--- src/rtl/execute_writeback.sv ---
// execute_writeback: execute (stage 2) and writeback (stage 3) of the
// 3-stage Riscv151 pipeline.
//
// Stage 2 (combinational): operand select with stage-3 forwarding, ALU,
// branch/jump resolution, dcache request generation. The tohost CSR is
// written at the end of this stage.
// Stage 3 (registered): result capture, load lane extraction and the
// register-file write port that feeds DecodeRead.
//
// Ports
//   clk, reset           rising-edge clock, async active-low reset
//   stall                memory stall, freezes all state
//   pc/reg_a/reg_b/imm   stage-2 operands
//   alu_op, add_rshift_type, shift_imm, a_sel, b_sel   ALU control
//   is_lui/is_branch/is_jal/is_jalr, funct3            instruction class
//   reg_we/mem_we/mem_rr, rd/rs1/rs2                   effects and indices
//   csr_write, csr_imm   csrrw(i) to tohost
//   pc_select/alu_result/bubble   to ProgramCounter / DecodeRead
//   dcache_*             data cache request and load data
//   rf_we/rf_wa/rf_wd    register-file write port
//   csr                  tohost register
module execute_writeback #(
  parameter bit          FWD_EN    = 1'b1,
  parameter logic [31:0] CSR_RESET = 32'h0
) (
  input  logic        clk,
  input  logic        reset,
  input  logic        stall,
  input  logic [31:0] pc,
  input  logic [31:0] reg_a,
  input  logic [31:0] reg_b,
  input  logic [31:0] imm,
  input  logic [3:0]  alu_op,
  input  logic        add_rshift_type,
  input  logic        shift_imm,
  input  logic        a_sel,
  input  logic        b_sel,
  input  logic        is_lui,
  input  logic        is_branch,
  input  logic        is_jal,
  input  logic        is_jalr,
  input  logic [2:0]  funct3,
  input  logic        reg_we,
  input  logic        mem_we,
  input  logic        mem_rr,
  input  logic [4:0]  rd,
  input  logic [4:0]  rs1,
  input  logic [4:0]  rs2,
  input  logic        csr_write,
  input  logic        csr_imm,
  output logic        pc_select,
  output logic [31:0] alu_result,
  output logic        bubble,
  output logic [31:0] dcache_addr,
  output logic [3:0]  dcache_we,
  output logic        dcache_re,
  output logic [31:0] dcache_din,
  input  logic [31:0] dcache_dout,
  output logic        rf_we,
  output logic [4:0]  rf_wa,
  output logic [31:0] rf_wd,
  output logic [31:0] csr
);

  // Stage-3 and control state
  logic        squash_q, squash_d;
  logic        rf_we_q, rf_we_d;
  logic [4:0]  rf_wa_q, rf_wa_d;
  logic [31:0] alu_q, alu_d;
  logic [31:0] pc4_q, pc4_d;
  logic        load_q, load_d;
  logic [2:0]  funct3_q, funct3_d;
  logic [1:0]  off_q, off_d;
  logic        jump_q, jump_d;
  logic [31:0] csr_q, csr_d;

  // Execute-stage signals
  logic        valid;
  logic        hit1, hit2;
  logic [31:0] rs1_val, rs2_val;
  logic [31:0] op_a, op_b;
  logic [4:0]  shamt;
  logic        use_f7;
  logic [31:0] alu_out;
  logic        cond;
  logic        taken;
  logic [1:0]  off;
  logic [3:0]  st_mask;
  logic [31:0] lane;
  logic [31:0] load_val;

  assign valid = !squash_q;

  // Forward the value being written back this cycle; x0 never forwards.
  assign hit1    = FWD_EN && rf_we_q && (rf_wa_q == rs1) && (rs1 != '0);
  assign hit2    = FWD_EN && rf_we_q && (rf_wa_q == rs2) && (rs2 != '0);
  assign rs1_val = hit1 ? rf_wd : reg_a;
  assign rs2_val = hit2 ? rf_wd : reg_b;

  always_comb begin
    op_a = rs1_val;
    if (is_lui)     op_a = '0;
    else if (a_sel) op_a = pc;
    op_b = rs2_val;
    if (shift_imm)  op_b = {27'b0, imm[4:0]};
    else if (b_sel) op_b = imm;
  end

  assign shamt = op_b[4:0];
  // funct7[5] only means SUB/SRA for register ops and immediate shifts;
  // for the other OP-IMM forms that bit belongs to the immediate.
  assign use_f7 = !b_sel || shift_imm;

  always_comb begin
    alu_out = op_a + op_b;
    if (!alu_op[3]) begin
      unique case (alu_op[2:0])
        3'b000: alu_out = (use_f7 && add_rshift_type) ? op_a - op_b : op_a + op_b;
        3'b001: alu_out = op_a << shamt;
        3'b010: alu_out = {31'b0, $signed(op_a) < $signed(op_b)};
        3'b011: alu_out = {31'b0, op_a < op_b};
        3'b100: alu_out = op_a ^ op_b;
        3'b101: alu_out = (use_f7 && add_rshift_type) ?
                          32'($signed(op_a) >>> shamt) : op_a >> shamt;
        3'b110: alu_out = op_a | op_b;
        default: alu_out = op_a & op_b;
      endcase
    end
  end

  always_comb begin
    cond = 1'b0;
    case (funct3)
      3'b000:  cond = rs1_val == rs2_val;
      3'b001:  cond = rs1_val != rs2_val;
      3'b100:  cond = $signed(rs1_val) < $signed(rs2_val);
      3'b101:  cond = $signed(rs1_val) >= $signed(rs2_val);
      3'b110:  cond = rs1_val < rs2_val;
      3'b111:  cond = rs1_val >= rs2_val;
      default: cond = 1'b0;
    endcase
  end

  assign taken      = valid && (is_jal || is_jalr || (is_branch && cond));
  assign pc_select  = taken;
  assign bubble     = taken || squash_q;
  assign alu_result = {alu_out[31:1], alu_out[0] & ~is_jalr};

  // Data cache request
  assign off         = alu_result[1:0];
  assign dcache_addr = {alu_result[31:2], 2'b00};
  always_comb begin
    case (funct3[1:0])
      2'b00:   st_mask = 4'b0001;
      2'b01:   st_mask = 4'b0011;
      default: st_mask = 4'b1111;
    endcase
  end
  assign dcache_we  = (valid && mem_we) ? (st_mask << off) : '0;
  assign dcache_din = rs2_val << {off, 3'b000};
  assign dcache_re  = valid && mem_rr;

  // Next-state for stage 3 and control
  always_comb begin
    squash_d = taken;
    rf_we_d  = valid && reg_we && (rd != '0);
    rf_wa_d  = rd;
    alu_d    = alu_result;
    pc4_d    = pc + 32'd4;
    load_d   = valid && mem_rr;
    funct3_d = funct3;
    off_d    = off;
    jump_d   = is_jal || is_jalr;
    csr_d    = csr_q;
    if (valid && csr_write) csr_d = csr_imm ? {27'b0, rs1} : rs1_val;
  end

  always_ff @(posedge clk or negedge reset) begin
    if (!reset) begin
      squash_q <= 1'b0;
      rf_we_q  <= 1'b0;
      rf_wa_q  <= '0;
      alu_q    <= '0;
      pc4_q    <= '0;
      load_q   <= 1'b0;
      funct3_q <= '0;
      off_q    <= '0;
      jump_q   <= 1'b0;
      csr_q    <= CSR_RESET;
    end else if (!stall) begin
      squash_q <= squash_d;
      rf_we_q  <= rf_we_d;
      rf_wa_q  <= rf_wa_d;
      alu_q    <= alu_d;
      pc4_q    <= pc4_d;
      load_q   <= load_d;
      funct3_q <= funct3_d;
      off_q    <= off_d;
      jump_q   <= jump_d;
      csr_q    <= csr_d;
    end
  end

  // Load lane extraction in stage 3
  assign lane = dcache_dout >> {off_q, 3'b000};
  always_comb begin
    case (funct3_q)
      3'b000:  load_val = {{24{lane[7]}}, lane[7:0]};
      3'b001:  load_val = {{16{lane[15]}}, lane[15:0]};
      3'b100:  load_val = {24'b0, lane[7:0]};
      3'b101:  load_val = {16'b0, lane[15:0]};
      default: load_val = lane;
    endcase
  end

  assign rf_we = rf_we_q;
  assign rf_wa = rf_wa_q;
  assign rf_wd = jump_q ? pc4_q : (load_q ? load_val : alu_q);
  assign csr   = csr_q;

endmodule

--- config.mk ---
export PLATFORM = sky130hd
export DESIGN_NAME = execute_writeback
export DESIGN_NICKNAME = d
export VERILOG_FILES = /design/src/rtl/execute_writeback.sv
export SDC_FILE = /design/constraint.sdc
export NUM_CORES = 1
export LEC_CHECK = 0
export ABC_AREA = 1
export ABC_CLOCK_PERIOD_IN_PS = 7000
export CAP_MARGIN = 25
export CORE_MARGIN = 2
export CORE_UTILIZATION = 30
export CTS_CLUSTER_DIAMETER = 50
export DETAILED_ROUTE_END_ITERATION = 8
export PLACE_DENSITY = 0.59
export SYNTH_ARGS = -nofsm -noshare
export SYNTH_HDL_FRONTEND = slang
export SYNTH_SLANG_ARGS = --single-unit
--- constraint.sdc ---
create_clock -name clk -period 7 [get_ports clk]
set_input_delay 1.4 -clock clk [delete_from_list [all_inputs] [get_ports clk]]
set_output_delay 1.4 -clock clk [all_outputs]
set_load 0.1 [all_outputs]
**After elaboration in Yosys (flattened, before gate mapping)**

Index checks and enable logic that the tools add are counted.
Widths: inputs -> output; s select.

- Bits in registers: 110
- Bits of input ports: 198
- Output and inout bits: 173

- Add/sub/neg operators: 3
- $lt $le $gt $ge: 6
- Equal/unequal tests: 19
- Shifts and indexed selects: 6
- Mux-type cells: 17
- Bitwise gates (word level): 6
- Reduce and logical (&&, ||, !) cells: 26

Operators by type and width:

| kind | count |
|---|---|
| $mux 32 | 12 |
| $pmux 32 s7 | 1 |
| $lt 32x32->1 | 4 |
| $pmux 32 s4 | 1 |
| $ge 32x32->1 | 2 |
| $shl 32x5->32 | 2 |
| $shr 32x5->32 | 2 |
| $add 32x3->32 const B | 1 |
| $add 32x32->32 | 1 |
| $and 32x32->32 | 1 |
| $eq 32x32->1 | 1 |
| $ne 32x32->1 | 1 |
| $or 32x32->32 | 1 |
| $sshr 32x5->32 | 1 |
| $sub 32x32->32 | 1 |
| $xor 32x32->32 | 1 |
| $eq 3x3->1 const B | 9 |
| $reduce_bool 5->1 | 3 |
| $logic_and 1x1->1 | 12 |
| $eq 5x5->1 | 2 |
| $eq 3x1->1 const B | 3 |
| $logic_not 3->1 | 3 |
| $pmux 4 s2 | 1 |
| $eq 3x2->1 const B | 2 |
| 10 further kinds | 15 |

**Depth between registers and ports, before layout**

- Depth after elaboration: 14
- Gate-level depth with buffers: 39
- Depth with buffers taken out: 34

**Worst setup path before layout**

OpenSTA, ideal clock, no wires.

- Path type: input-to-output
- Start: in dcache_dout[15]
- End: out dcache_addr[27]
- Arrival time: 6949 ps
- Data required time: 5600 ps
- Slack: -1349 ps
- Stages: 21
- Buffers on the path: 1
- Cell sequence: nand2_1 nand3_2 nand3_2 o21ai_1 nand2_1 o21ai_1 mux2i_1 o22ai_1 inv_1 ha_1 nor2_1 inv_1 nor4_1 nand3_1 nand3_1 a21oi_1 inv_1 a21oi_1 xor2_1 o21ai_1 buf_4

- Longest elaborated chain between the ends: 11

RTL lines:

| item | line | RTL |
|---|---|---|
| from (decl) | 58 | `input logic [31:0] dcache_dout,` |
| $shr 32x5->32 * | 205 | `assign lane = dcache_dout >> {off_q, 3'b000};` |
| $pmux 32 s4 * | 207 | `case (funct3_q)` |
| $mux 32 * (2 in a row) | 218 | `assign rf_wd = jump_q ? pc4_q : (load_q ? load_val : alu_q);` |
| via rf_wd[8] | 61 | `output logic [31:0] rf_wd,` |
| $mux 32, on equally long branches | 97, 98 |  |
| $mux 32, on equally long branches | 103, 106 |  |
| $mux 32, on equally long branches | 102, 105 |  |
| $add 32x32->32 (tied with other cells) | 115, 118 |  |
| $mux 32, on equally long branches | 118, 123 |  |
| $pmux 32 s7 | 117 | `unique case (alu_op[2:0])` |
| $mux 32 * | 116 | `if (!alu_op[3]) begin` |
| to (decl) | 54 | `output logic [31:0] dcache_addr,` |

The timed path passes the listed nets; every way through them passes the cells marked *.

**Final worst setup path**

- Start: in rs2[3]
- End: out dcache_addr[14]

- Longest elaborated chain between the ends: 10

RTL lines:

| item | line | RTL |
|---|---|---|
| from (decl) | 48 | `input logic [4:0] rs2,` |
| $eq 5x5->1 | 96 | `assign hit2 = FWD_EN && rf_we_q && (rf_wa_q == rs2) && (rs2 != '0);` |
| $logic_and 1x1->1 | 96 |  |
| $logic_and 1x1->1 * | 96 |  |
| $mux 32 * | 98 | `assign rs2_val = hit2 ? rf_wd : reg_b;` |
| $mux 32 * | 106 | `else if (b_sel) op_b = imm;` |
| $mux 32 * | 105 | `if (shift_imm) op_b = {27'b0, imm[4:0]};` |
| $add 32x32->32 (tied with other cells) | 115, 118 |  |
| $mux 32, on equally long branches | 118, 123 |  |
| $pmux 32 s7 | 117 |  |
| $mux 32 * | 116 |  |

Every way passes the cells marked *; elsewhere a longest branch is shown, timed or not.

==> qor.yml <==
nets: 4773
status: "finished, violations left"
rsz0062_at_grt: "yes"
powerDensity_nw_per_um2: 198
cp-end-kind: "output port"
dr_total_vias: 28900
synth_seq_cells: 108
hold_end: "alu_q[17]"
ys.flop_type: "dfrtp_1"
async_reset_ff_share_pct: 100
synthCells: 3396
dp_hpwl_mm: 101
path_class: "in2out"
violations: "setup timing"
netlist_top_cells_area: "nand2_1, dfrtp_1, nand3_1, ha_1, inv_1"
worstRegToRegCells: 35
hold_start: "alu_q[17]"
final.setup.tns_ns: -0.0549
whs_ns: 0.481
grt_overflow_total: 0
grt_max_degree: 64
synth_compound_area_share_pct: 20.2
synth-xor-area-share_pct: 2.34
gr-usage-all-layers_pct: 36.7
ant_nets: 0
ios: 371
core_region_area_um2: 63000
r2r_start: "alu_q[0]"
reg2reg_slack_ns: 1.98
r2r_end: "alu_q[19]"
max_slew_margin_pct: 24.1
clk_pin_slew_ns: 0.07
ys_seq_area_share_pct: 14.2
skew_ns: 0.0178
synth_mux_area_share_pct: 0.269
antenna_found_initial: 2
peakVddDrop_v: 0.000136
synth_top_family_by_area: "simple AND/OR/NAND/NOR gates"
yosys.area_share.simple_pct: 40.7
synth-adder-area-share_pct: 8.74
slew_viol_final: 0
viasPerCell: 5.46
leakagePower_nw: 17.3
rows: 92
tritoncts: "done"
synth_cell_types: 55
netlist.area_leader.share_pct: 20.8
whs_path_depth: 2
cp.arrival_ns: 5.62
synth_warnings: 0
multi_input_area_um2: 17200
fmax_mhz: 143
grt_pass1_vias: 26700
cp_max_fo: 7
drc_errors: 0
clock_latency_ns: 0.39
gp_congestion: 1.07
synth_edf_count: 0
chipHeight_um: 256
nFillCells: 6132
timing.final.ws_setup_ns: -0.0153
setup_viol: 4
slowest_stage: "o22ai_4"
first_iter_violations: 3246
required_ns: 5.60
grt_pass1_wl_mm: 179
min_path_type: "reg2reg"
seq_area_um2: 2700
cts.path.max_buffers: 2
cts_root_buf: "clkbuf_16"
areaGrowthSynthToFinish_pct: 82.0
period_share_pct: 100
slowest_delay_ns: 0.28
dieArea_um2: 65600
syn_avg_cell_area_um2: 5.61
first_pass_iters: 7
finalPower_mw: 6.87
cts_buffers: 9
final_layout_size_suffix_gt1_share_pct: 38.8
io_buffers: 368
h-tree-depth: 3
wl_per_cell_um: 24.0
fp.dieW_um: 256
tightest_slew_ns: 1.13
maxCapViolCount: 0
syn-cell-area_um2: 19100
detail_route.wirelength_mm: 127
hold_viol_final: 0
start_util_pct: 30.3
clkSinkCount: 108
startpoint_type: "input port"
cpMostUsedCell: "buf_4"
period_minus_slack_ns: 7.02
synth_top_area_cell: "nand2_1"
[per-stage QoR]
step                utilization [%]  cell area, um2  setup WS (ns)  instances
floorplan                         -           19500         -0.174       3397
global placement               47.1           29700          -1.30       5120
detailed placement             47.1           29700          -1.36       5120
CTS                            52.2           32900       -0.00432       5243
global route                   55.1           34700         -0.185       5295
finish                         55.1           34700        -0.0153       5296
[critical path: cells and delay by family]
family,cells,cell delay [ns]
simple gates,6,0.83
xor+xnor,1,0.13
fa+ha+maj,1,0.18
buf+inv,19,2.40
compound gates,4,0.67
[how the worst max path moves through the flow]
stage,startpoint,endpoint
detailed placement,dcache_dout[31],dcache_addr[25]
global route,rs2[3],dcache_din[21]
finish,rs2[3],dcache_addr[14]
floorplan,rs2[3],dcache_din[0]
CTS,rs2[3],dcache_din[24]
global placement,dcache_dout[31],alu_result[25]
[synth_stat cells, drive strengths merged (14+ instances only)]
library cell and number:
nand2 1074, nand3 401, inv 382, a21oi 249
o21ai 247, nor2 243, ha 130, buf 117
dfrtp 108, clkbuf 95, xor2 48, nor3 40
o211ai 38, nand4 29, a22o 24, a31oi 24
o22ai 21, a21boi 19, nor4 19, o221ai 14
or2 14
[routing by layer]
metal / GRT usage [%] / part of all wire, %
met4: 23.2 / 8.3
met1: 45.9 / 38
met2: 58.3 / 44
met5: 0 / 0
met3: 6.21 / 9.6
[report_power, final]
part           switching [mW]  internal [mW]  total, mW
combinational            3.52           1.96       5.49
clock                   0.272          0.326      0.597
sequential             0.0751          0.716      0.791
total                    3.87           3.00       6.87
[what timing repair did]
item,CTS,global route
buffers inserted,104,57
endpoints found under the hold margin,0,0
resized for setup,544,421
pin swaps,153,220
gates cloned,6,0
hold buffers,0,0
setup endpoints to repair,98,96
[cell usage in the layout (no fill, tap or decap), types with 13 or more instances in the layout]
cell and count:
nor4_1 13, nor2_1 193, o221ai_1 13, or2_2 13
nand2_4 70, nand4_1 29, nor3_4 14, a21oi_4 19
a21oi_2 35, a31oi_1 18, clkdlybuf4s50_1 225, dlymetal6s2s_1 15
buf_6 50, buf_4 801, ha_1 97, ha_4 30
o211ai_1 37, o21ai_2 30, nand3_4 18, nand3_1 316
nor3_1 17, a21oi_1 195, a22o_1 24, nand2_2 154
inv_4 14, nor2_2 19, buf_12 124, xor2_1 44
o21ai_0 145, o21ai_4 27, nand3_2 67, o21ai_1 45
inv_1 276, nand2_1 847, inv_2 87, dfrtp_1 107
nor2_4 30
[layout make-up]
| cell class | instances | area share (%) |
|---|---|---|
| Antenna cell | 2 | 0.0144 |
| Clock buffer | 11 | 0.700 |
| Clock inverter | 5 | 0.242 |
| Inverter | 387 | 4.37 |
| Multi-Input combinational cell | 2690 | 49.7 |
| Sequential cell | 108 | 7.79 |
| Tap cell | 846 | 3.05 |
| Timing Repair Buffer | 1247 | 34.1 |
[cells by family (layout without fill, tap and decap cells)]
kind of cell | count (synthesis) | in the layout
other cells | 1 | 4
compound gates | 673 | 673
buf+inv | 599 | 1650
fa+ha+maj | 132 | 132
mux | 5 | 5
flops | 108 | 108
simple gates | 1827 | 1827
xor+xnor | 51 | 51
[sequential cells by signal, summed over array words and instances, names as in the netlist]
signal	flops
alu_q	32
csr	32
funct3_q	3
jump_q	1
load_q	1
pc4_q	32
rf_wa	5
rf_we	1
squash_q	1
Power figures use the tool's default switching activity.
